### src/rtl/crash_event_scheduler.sv
// Per-frame border crash collector and one-at-a-time event dispatcher.
// Optional drop-on-timeout for unacknowledged events: define CRASH_TIMEOUT_EN.
module crash_event_scheduler #(
    parameter int unsigned TIMEOUT_CYCLES = 1024
) (
    input  logic       clk,
    input  logic       reset,
    input  logic       startOfFrame,
    input  logic       charCrashLeft,
    input  logic       charCrashRight,
    input  logic       arrowCrash,
    input  logic       bubbleCrash,
    input  logic       evtReady,
    output logic       evtValid,
    output logic [1:0] evtId,
    output logic       dispatchDone,
    output logic       overrun,
    output logic       dropped
);

    typedef enum logic {IDLE, DISPATCH} state_t;

    state_t     state;
    logic [3:0] sticky;
    logic [3:0] pending;
    logic [3:0] crashIn;
    logic [3:0] clrMask;
    logic [3:0] pendAfter;
    logic [3:0] pendNext;
    logic [1:0] nextId;
    logic       xfer;
    logic       drop;

    if (TIMEOUT_CYCLES < 2) begin : gParamChk
        $error("TIMEOUT_CYCLES must be at least 2");
    end

    function automatic logic [1:0] lowestBit(input logic [3:0] v);
        if (v[0])      return 2'd0;
        else if (v[1]) return 2'd1;
        else if (v[2]) return 2'd2;
        else if (v[3]) return 2'd3;
        else           return 2'd0;
    endfunction

    // A dropped event is retired exactly like an accepted one.
    always_comb begin
        crashIn   = {bubbleCrash, arrowCrash, charCrashRight, charCrashLeft};
        xfer      = evtValid && evtReady;
        clrMask   = (xfer || drop) ? (4'(1) << evtId) : 4'b0000;
        pendAfter = pending & ~clrMask;
        pendNext  = startOfFrame ? (pendAfter | sticky) : pendAfter;
        nextId    = lowestBit(pendNext);
    end

`ifdef CRASH_TIMEOUT_EN
    localparam int unsigned CntW = $clog2(TIMEOUT_CYCLES);

    logic [CntW-1:0] tmoCnt;

    assign drop = evtValid && !evtReady
               && (tmoCnt == CntW'(TIMEOUT_CYCLES - 1));
`else
    assign drop    = 1'b0;
    assign dropped = 1'b0;
`endif

    always_ff @(posedge clk or posedge reset) begin
        if (reset) begin
            state        <= IDLE;
            sticky       <= '0;
            pending      <= '0;
            evtValid     <= 1'b0;
            evtId        <= '0;
            dispatchDone <= 1'b0;
            overrun      <= 1'b0;
`ifdef CRASH_TIMEOUT_EN
            tmoCnt       <= '0;
            dropped      <= 1'b0;
`endif
        end else begin
            // Crashes seen in the snapshot cycle belong to the next frame.
            if (startOfFrame) begin
                sticky <= crashIn;
                if (pendAfter != 4'b0000)
                    overrun <= 1'b1;
            end else begin
                sticky <= sticky | crashIn;
            end

            pending  <= pendNext;
            evtValid <= (pendNext != 4'b0000);
            evtId    <= nextId;
            state    <= (pendNext != 4'b0000) ? DISPATCH : IDLE;

            dispatchDone <= (pendNext == 4'b0000)
                         && ((state == DISPATCH) || startOfFrame);

`ifdef CRASH_TIMEOUT_EN
            if (drop)
                dropped <= 1'b1;
            // Wait time restarts on any transfer, drop or change of event.
            if (evtValid && !evtReady && !drop && (nextId == evtId))
                tmoCnt <= tmoCnt + 1'b1;
            else
                tmoCnt <= '0;
`endif
        end
    end

endmodule

### config.mk
export PLATFORM = sky130hd
export DESIGN_NAME = crash_event_scheduler
export DESIGN_NICKNAME = d
export VERILOG_FILES = /design/src/rtl/crash_event_scheduler.sv
export SDC_FILE = /design/constraint.sdc
export NUM_CORES = 1
export LEC_CHECK = 0
export ABC_AREA = 0
export ABC_CLOCK_PERIOD_IN_PS = 2900
export CAP_MARGIN = 30
export CELL_PAD_IN_SITES_DETAIL_PLACEMENT = 1
export CELL_PAD_IN_SITES_GLOBAL_PLACEMENT = 2
export CORE_MARGIN = 2
export CORE_UTILIZATION = 31
export CTS_CLUSTER_DIAMETER = 200
export CTS_CLUSTER_SIZE = 14
export DETAILED_ROUTE_END_ITERATION = 6
export GPL_ROUTABILITY_DRIVEN = 0
export PLACE_DENSITY_LB_ADDON = 0.1
export REMOVE_ABC_BUFFERS = 1
export SLEW_MARGIN = 30
export SYNTH_ARGS = -nofsm -noshare
export SYNTH_HDL_FRONTEND = slang
export SYNTH_SLANG_ARGS = --single-unit
### constraint.sdc
create_clock -name clk -period 2.9 [get_ports clk]
set_clock_uncertainty 0.05 [all_clocks]
set_input_delay 0.435 -clock clk [delete_from_list [all_inputs] [get_ports clk]]
set_output_delay 0.435 -clock clk [all_outputs]
set_load 0.01 [all_outputs]
==> results.yml, run 1 <==
logic_synthesis:
  yosys.area_share.simple_pct: 14.73
  ys_top_cells_by_count: "dfrtp_1, inv_1, a21o_1, nand2_1"
  synthArstFlopShare_pct: 100.0
  avgSynthCellArea_um2: 12.46
  synth_xor_area_share_pct: 0
  yosysUniqueCellTypes: 21
  synthMuxAreaShare_pct: 0
  synth.most_common_cell: "dfrtp_1"
  synth_compound_area_share_pct: 21.21
  synth_warnings: 0
  yosysSeqAreaShare_pct: 58.04
  syn_inst: 45
  ys_ff_latch: 13
  synthFlopType: "dfrtp_1"
  synthAdderAreaFrac_pct: 0
  synth_top_family_by_area: "compound AO/OA/AOI/OAI gates"
  yosys.area.top_type_share_pct: 58.04
  yosys.area.top_type: "dfrtp_1"
  synth_area_leaders: "dfrtp_1, a21o_1, a22oi_2"
  synthesis.area_um2: 560.5
  synth-edff-count: 0
grt:
  grt_overflow: 0
  grt_pass1_wl_um: 1704
  grtUsageTotal_pct: 11.38
  grt_max_degree: 14
  antenna_found_initial: 0
  grt_pass1_vias: 407
clock_tree:
  htree_levels: 1
  cts-buffers-inserted: 3
  cts_setup_buffers: 0
  cts_resized: 0
  cts.clk_slew.worst_paths_ns: 0.08
  hold_buffers: 0
  cts_sinks: 13
  cts_tree: "done"
  cts_root_buf: "clkbuf_4"
  worst_skew_pair.late_latency_ns: 0.27
  clockBufferDepth: 2
sta:
  hold_violations: 0
  report.final.slew_viol_count: 0
  period_share_pct: 61.03
  layout_setup_ws_ns: 1.130
  fin_tns_setup_ns: 0
  rsz0062_at_grt: "false"
  max_freq_mhz: 565.0
  min_period_ns: 1.770
  setup_viol: 0
final_layout:
  syn_to_final_growth_pct: 30.36
  n_fill_cell: 182
  layout.nets: 69
  regArea_um2: 325.3
  antennaDiodeCount: 0
  layout-drive-gt1-share_pct: 18.33
  multi_input_area_um2: 205.2
  stdcell_count: 85
worst_setup_path:
  crit_path_start_kind: "flip-flop"
  ff2ff_setup_slack_ns: 1.60
  cp.arrival_ns: 1.28
  crit_path_top_delay_cell: "clkdlybuf4s50_1"
  crit_chain: "clkdlybuf4s50_1"
  crit_buf_inv: 1
  crit_type: "reg2out"
  max_stage_delay_ns: 0.57
  cp_max_fo: 6
  end_kind: "output port"
  critical_path_required_ns: 2.41
  crit_family: "buffers and inverters"
power:
  p_total_w: 0.0004124
  peakVddDrop_v: 0.0002575
  leakage_nw: 0.2999
  pwr_density_cell_nw_per_um2: 564.4
drt:
  first_pass_iters: 2
  vias: 393
  wire_per_inst_um: 12.45
  ant_nets: 0
  drt_drc_violations_left: 0
  drt_first_iter_violations: 5
  finalWirelength_um: 1058
  vias_per_cell: 4.624
outcome:
  status: "complete, no violations"
die:
  coreArea_um2: 1708
  die_x_um: 46.52
  dieHeight_um: 46.52
  std_cell_rows: 15
  fp.dieArea_um2: 2164
  pin_count: 14
  start_util_pct: 32.82
placement:
  port_buffers: 12
  pre_cts_ws_ns: 1.095
  hpwl_um: 867.3
  place_inst: 81
run:
  max-cap-violations: 0
hold_path:
  hold_class: "in2async"
-- kinds of logic (layout without fill, tap and decap cells) --
family / count (synthesis) / count (layout)
AOI/OAI and AO/OA: 12 / 12
DFF: 13 / 13
and+or+nand+nor: 12 / 12
other: 1 / 1
buffers and inverters: 7 / 22
-- through the flow --
stage,hold WS [ns],utilization (%),cell area [um^2]
floorplan,0.2620,-,553.0
global placement,0.4056,41.25,704.4
detailed placement,0.4159,41.25,704.4
CTS,0.4344,42.78,730.7
global route,0.4478,42.78,730.7
finish,0.4289,42.78,730.7
-- layout by cell type (no fill, tap or decap) --
cell type,netlist,layout
a21boi_2,1,1
dfrtp_1,13,13
a21o_1,4,4
nand4_2,1,1
clkbuf_4,0,3
inv_1,5,5
a22oi_1,1,1
conb_1,1,1
inv_2,1,1
a21oi_1,1,1
nand2_1,4,4
nand4b_2,1,1
clkbuf_1,0,1
nand4_1,1,1
clkdlybuf4s50_1,0,12
a211oi_2,1,1
a22oi_4,1,1
or2_1,1,1
a22oi_2,2,2
nand4bb_1,1,1
nand4b_1,1,1
a31oi_1,1,1
nor2_1,2,2
-- where the power goes --
group / internal [W] / total (W) / switching (W)
clock network: 0.0000532 / 0.000109 / 0.0000562
logic: 0.0000422 / 0.0000843 / 0.0000421
registers: 0.000201 / 0.000219 / 0.0000180
-- path summary, 6_finish.rpt --
check / from / end / cells after the start
min in group clk: overrun / overrun / 1
setup reg to reg: evtId[1] / evtId[1] / 4
hold reg to reg: overrun / overrun / 1
max in group asynchronous: reset / pending[1] / 2
hold / removal: reset / sticky[1] / 2
setup / recovery: evtValid / evtValid / 1
-- registers in the layout, summed over array words and instances, names as in the netlist --
| register | cells |
|---|---|
| dispatchDone | 1 |
| overrun | 1 |
| evtValid | 1 |
| pending | 4 |
| evtId | 2 |
| sticky | 4 |
-- metal layers --
| layer | track usage, % | up-vias | wire (um) |
|---|---|---|---|
| met5 | 0 | - | 0 |
| met1 | 14.01 | 200 | 455 |
| met2 | 18.89 | 7 | 544 |
| li1 | - | 184 | - |
| met4 | 5.143 | 0 | 5 |
| met3 | 2.353 | 2 | 52 |
-- layout make-up --
type                    instances  share of cell area, %
clock buffers                   4                  3.596
inverters                       6                  3.082
multi-input cells              25                  28.08
flip-flops and latches         13                  44.52
well taps                      25                  4.281
repair buffers                 12                  16.44
No activity file was read; power rests on OpenSTA's default activity.
==> run 2, diff against run 1 <==
--- a/config.mk
+++ b/config.mk
@@ -6,12 +6,12 @@
 export NUM_CORES = 1
 export LEC_CHECK = 0
 export ABC_AREA = 0
-export ABC_CLOCK_PERIOD_IN_PS = 2900
+export ABC_CLOCK_PERIOD_IN_PS = 1800
 export CAP_MARGIN = 30
 export CELL_PAD_IN_SITES_DETAIL_PLACEMENT = 1
 export CELL_PAD_IN_SITES_GLOBAL_PLACEMENT = 2
 export CORE_MARGIN = 2
-export CORE_UTILIZATION = 31
+export CORE_UTILIZATION = 29
 export CTS_CLUSTER_DIAMETER = 200
 export CTS_CLUSTER_SIZE = 14
 export DETAILED_ROUTE_END_ITERATION = 6
==> constraint.sdc (replaced) <==
create_clock -name clk -period 1.8 [get_ports clk]
set_clock_uncertainty 0.05 [all_clocks]
set_input_delay 0.27 -clock clk [delete_from_list [all_inputs] [get_ports clk]]
set_output_delay 0.27 -clock clk [all_outputs]
set_load 0.01 [all_outputs]
==> run 2 against run 1 <==
Power increased by 63%; clock power increased by 68%; critical path depth unchanged; critical path type unchanged; core utilization decreased by 1.4 points; count of clock-buffer cells in the layout unchanged; sequential power increased by 61%; sequential cell count unchanged; routed wire length increased by 5.7%; register-to-register slack got worse by 1.1 ns.
==> results.yml, run 2 (same netlist as run 1, synthesis figures left out) <==
outcome:
  status: "complete, no violations"
hold_path:
  hold_class: "in2async"
final_layout:
  fin_util_pct: 41.42
  layout-drive-gt1-share_pct: 18.33
  n_fill_cell: 206
  top_regs: "pending: 4 flops, sticky: 4 flops, evtId: 2 flops"
  syn_to_final_growth_pct: 30.36
  layout.nets: 69
  layout_common_cells: "dfrtp_1, clkdlybuf4s50_1, inv_1, nand2_1, a21o_1"
  final_common_cell: "dfrtp_1"
  antennaDiodeCount: 0
  stdcell_count: 85
drt:
  vias_per_cell: 4.576
  drt_first_iter_violations: 6
  vias: 389
  wire_per_inst_um: 13.15
  ant_nets: 0
  top_layer_used: "met4"
  wl_met1_um: 515
  finalWirelength_um: 1118
  first_pass_iters: 4
  drt_drc_violations_left: 0
  wl_met2_um: 521
  wl_met3_um: 37
die:
  std_cell_rows: 15
  die_x_um: 47.97
  pin_count: 14
  start_util_pct: 31.77
  coreArea_um2: 1764
  dieHeight_um: 47.97
  fp.dieArea_um2: 2301
worst_setup_path:
  crit_path_top_delay_cell: "clkdlybuf4s50_1"
  max_stage_delay_ns: 0.57
  crit_buf_inv: 1
  crit_family: "buffers and inverters"
  crit_path_start_kind: "flip-flop"
  crit_type: "reg2out"
  crit_chain: "clkdlybuf4s50_1"
  end_kind: "output port"
  cp_max_fo: 6
  critical_path_required_ns: 1.48
  cp.arrival_ns: 1.29
power:
  peakVddDrop_v: 0.0004562
  p_total_w: 0.0006712
  pwr_density_cell_nw_per_um2: 918.6
  leakage_nw: 0.2999
clock_tree:
  cts.clk_slew.worst_paths_ns: 0.08
  cts_tree: "done"
  clockBufferDepth: 2
  hold_buffers: 0
  cts_sinks: 13
  cts-buffers-inserted: 3
  cts_resized: 0
  htree_levels: 1
  worst_skew_pair.late_latency_ns: 0.28
  cts_root_buf: "clkbuf_4"
  cts_setup_buffers: 0
sta:
  setup_viol: 0
  fin_tns_setup_ns: 0
  min_period_ns: 1.607
  hold_violations: 0
  rsz0062_at_grt: "false"
  period_share_pct: 89.29
  holdWs_ns: 0.2569
  report.final.slew_viol_count: 0
  max_freq_mhz: 622.2
grt:
  grt_pass1_vias: 390
  grt_overflow: 0
  grt_pass1_wl_um: 1711
  antenna_found_initial: 0
  grt_max_degree: 14
  grtUsageTotal_pct: 11.79
placement:
  place_inst: 81
  hpwl_um: 881.9
  port_buffers: 12
run:
  max-cap-violations: 0
-- run 2: cell counts in the layout (fill, tap and decap cells not counted) --
No cell type changed its count.
-- run 2: final timing paths --
path                       startpoint         to  slack, ns  cells after the start
max                          evtValid   evtValid       0.19                      1
min                             reset  sticky[0]       0.26                      2
max reg2reg                  evtId[0]    overrun       0.50                      4
min reg2reg                   overrun    overrun       0.42                      1
max in group asynchronous       reset   evtValid       1.10                      2
min in group clk              overrun    overrun       0.42                      1
-- run 2: area by class of cell --
class,count,area (um^2),area share (%)
clock buffers,4,26.28,3.596
well taps,25,31.28,4.281
multi-input cells,25,205.2,28.08
inverters,6,22.52,3.082
flip-flops and latches,13,325.3,44.52
repair buffers,12,120.1,16.44
-- run 2: per-layer routing --
layer  vias up  GRT usage (%)
li1        185              -
met1       192          13.39
met2         8          18.13
met3         4          2.264
met4         0          11.35
met5         -              0
-- run 2: power breakdown --
part           switching [W]  internal, W
Sequential         0.0000298     0.000323
Combinational      0.0000671    0.0000679
Clock              0.0000972    0.0000860
-- run 2: stage by stage --
stage | setup WS (ns) | area [um^2]
2_1_floorplan | 0.5300 | 553.0
3_3_place_gp | 0.1762 | 704.4
3_5_place_dp | 0.1529 | 704.4
4_1_cts | 0.1808 | 730.7
5_1_grt | 0.1431 | 730.7
6_report | 0.1928 | 730.7
==> run 3, diff against run 2 <==
--- a/config.mk
+++ b/config.mk
@@ -10,7 +10,6 @@
 export CAP_MARGIN = 30
 export CELL_PAD_IN_SITES_DETAIL_PLACEMENT = 1
 export CELL_PAD_IN_SITES_GLOBAL_PLACEMENT = 2
-export CORE_MARGIN = 2
 export CORE_UTILIZATION = 29
 export CTS_CLUSTER_DIAMETER = 200
 export CTS_CLUSTER_SIZE = 14
==> run 3 against run 2 <==
Sequential power about the same; critical path depth stayed put; sequential cell count stayed put; power shrank 0.70%; hold slack improved by 0.0021 ns; worst setup slack got worse by 0.015 ns; core utilization did not move; largest cell class unchanged; largest power group unchanged.
==> results.yml, run 3 (same netlist as run 1, synthesis figures left out) <==
worst_setup_path:
  crit_buf_inv: 1
  crit_family: "buffers and inverters"
  crit_start: "evtValid"
  cp.arrival_ns: 1.30
  ff2ff_setup_slack_ns: 0.50
  crit_chain: "clkdlybuf4s50_1"
  max_stage_delay_ns: 0.57
  crit_type: "reg2out"
  crit_path_top_delay_cell: "clkdlybuf4s50_1"
  r2r_start: "evtId[0]"
  end_kind: "output port"
  crit_path_start_kind: "flip-flop"
  critical_path_required_ns: 1.48
  cp_max_fo: 6
final_layout:
  layout.nets: 69
  final_common_cell: "dfrtp_1"
  syn_to_final_growth_pct: 30.36
  layout-drive-gt1-share_pct: 18.33
  multi_input_area_um2: 205.2
  layout_common_cells: "dfrtp_1, clkdlybuf4s50_1, inv_1, nand2_1, a21o_1"
  antennaDiodeCount: 0
  top_regs: "pending: 4 flops, sticky: 4 flops, evtId: 2 flops"
  regArea_um2: 325.3
  n_fill_cell: 212
die:
  die_x_um: 45.97
  start_util_pct: 31.77
  coreArea_um2: 1764
  fp.dieArea_um2: 2113
  std_cell_rows: 15
  dieHeight_um: 45.97
  pin_count: 14
drt:
  wire_per_inst_um: 12.89
  drt_first_iter_violations: 0
  first_pass_iters: 1
  finalWirelength_um: 1096
  vias: 389
  drt_drc_violations_left: 0
  vias_per_cell: 4.576
  ant_nets: 0
grt:
  antenna_found_initial: 0
  grtUsageTotal_pct: 13.29
  grt_max_degree: 14
  grt_overflow: 0
  grt_pass1_wl_um: 1794
  grt_pass1_vias: 396
power:
  peakVddDrop_v: 0.0004633
  leakage_nw: 0.2999
  pwr_density_cell_nw_per_um2: 912.1
  p_total_w: 0.0006665
clock_tree:
  cts_setup_buffers: 0
  clockBufferDepth: 2
  cts_root_buf: "clkbuf_4"
  cts-buffers-inserted: 3
  cts_sinks: 13
  worst_skew_pair.late_latency_ns: 0.27
  cts_tree: "done"
  htree_levels: 1
  cts_resized: 0
  cts.clk_slew.worst_paths_ns: 0.08
  hold_buffers: 0
sta:
  fin_tns_setup_ns: 0
  hold_violations: 0
  setup_viol: 0
  min_period_ns: 1.622
  max_freq_mhz: 616.4
  rsz0062_at_grt: "false"
  period_share_pct: 90.14
  report.final.slew_viol_count: 0
  holdWs_ns: 0.2590
outcome:
  status: "complete, no violations"
placement:
  hpwl_um: 865.7
  port_buffers: 12
hold_path:
  hold_class: "in2async"
run:
  max-cap-violations: 0
[run 3: cell counts in the layout (fill, tap and decap cells not counted)]
No cell type changed its count.
[run 3: worst paths after layout]
kind	end	depth (start not counted)
min in group clk	overrun	1
min reg2reg	overrun	1
max	evtValid	1
max reg2reg	overrun	4
max in group asynchronous	overrun	2
min	pending[3]	2
[run 3: per-stage QoR]
step	instances	utilization [%]	cell area, um^2	setup WS [ns]
after floorplan	44	-	553.0	0.5300
after CTS	85	41.42	730.7	0.1666
after detailed placement	81	39.93	704.4	0.1637
final	85	41.42	730.7	0.1776
after global placement	81	39.93	704.4	0.1764
after global routing	85	41.42	730.7	0.1286
[run 3: final cells by class]
type,instances,share of cell area [%]
multi-input combinational,25,28.08
clock buffer,4,3.596
tap,25,4.281
timing repair buffer,12,16.44
sequential,13,44.52
inverter,6,3.082
[run 3: metal layers]
layer	up-vias	track usage [%]	part of all wire [%]
met5	-	0	0
met4	0	10.59	2.7
met3	4	4.762	2.9
met2	8	21.41	52
met1	192	13.76	43
li1	185	-	-
[run 3: where the power goes]
group	leakage, nW	switching [W]	internal [W]
Sequential	0.140	0.0000299	0.000323
Clock	0.0150	0.0000931	0.0000859
Combinational	0.145	0.0000666	0.0000679
Total	0.300	0.000190	0.000477
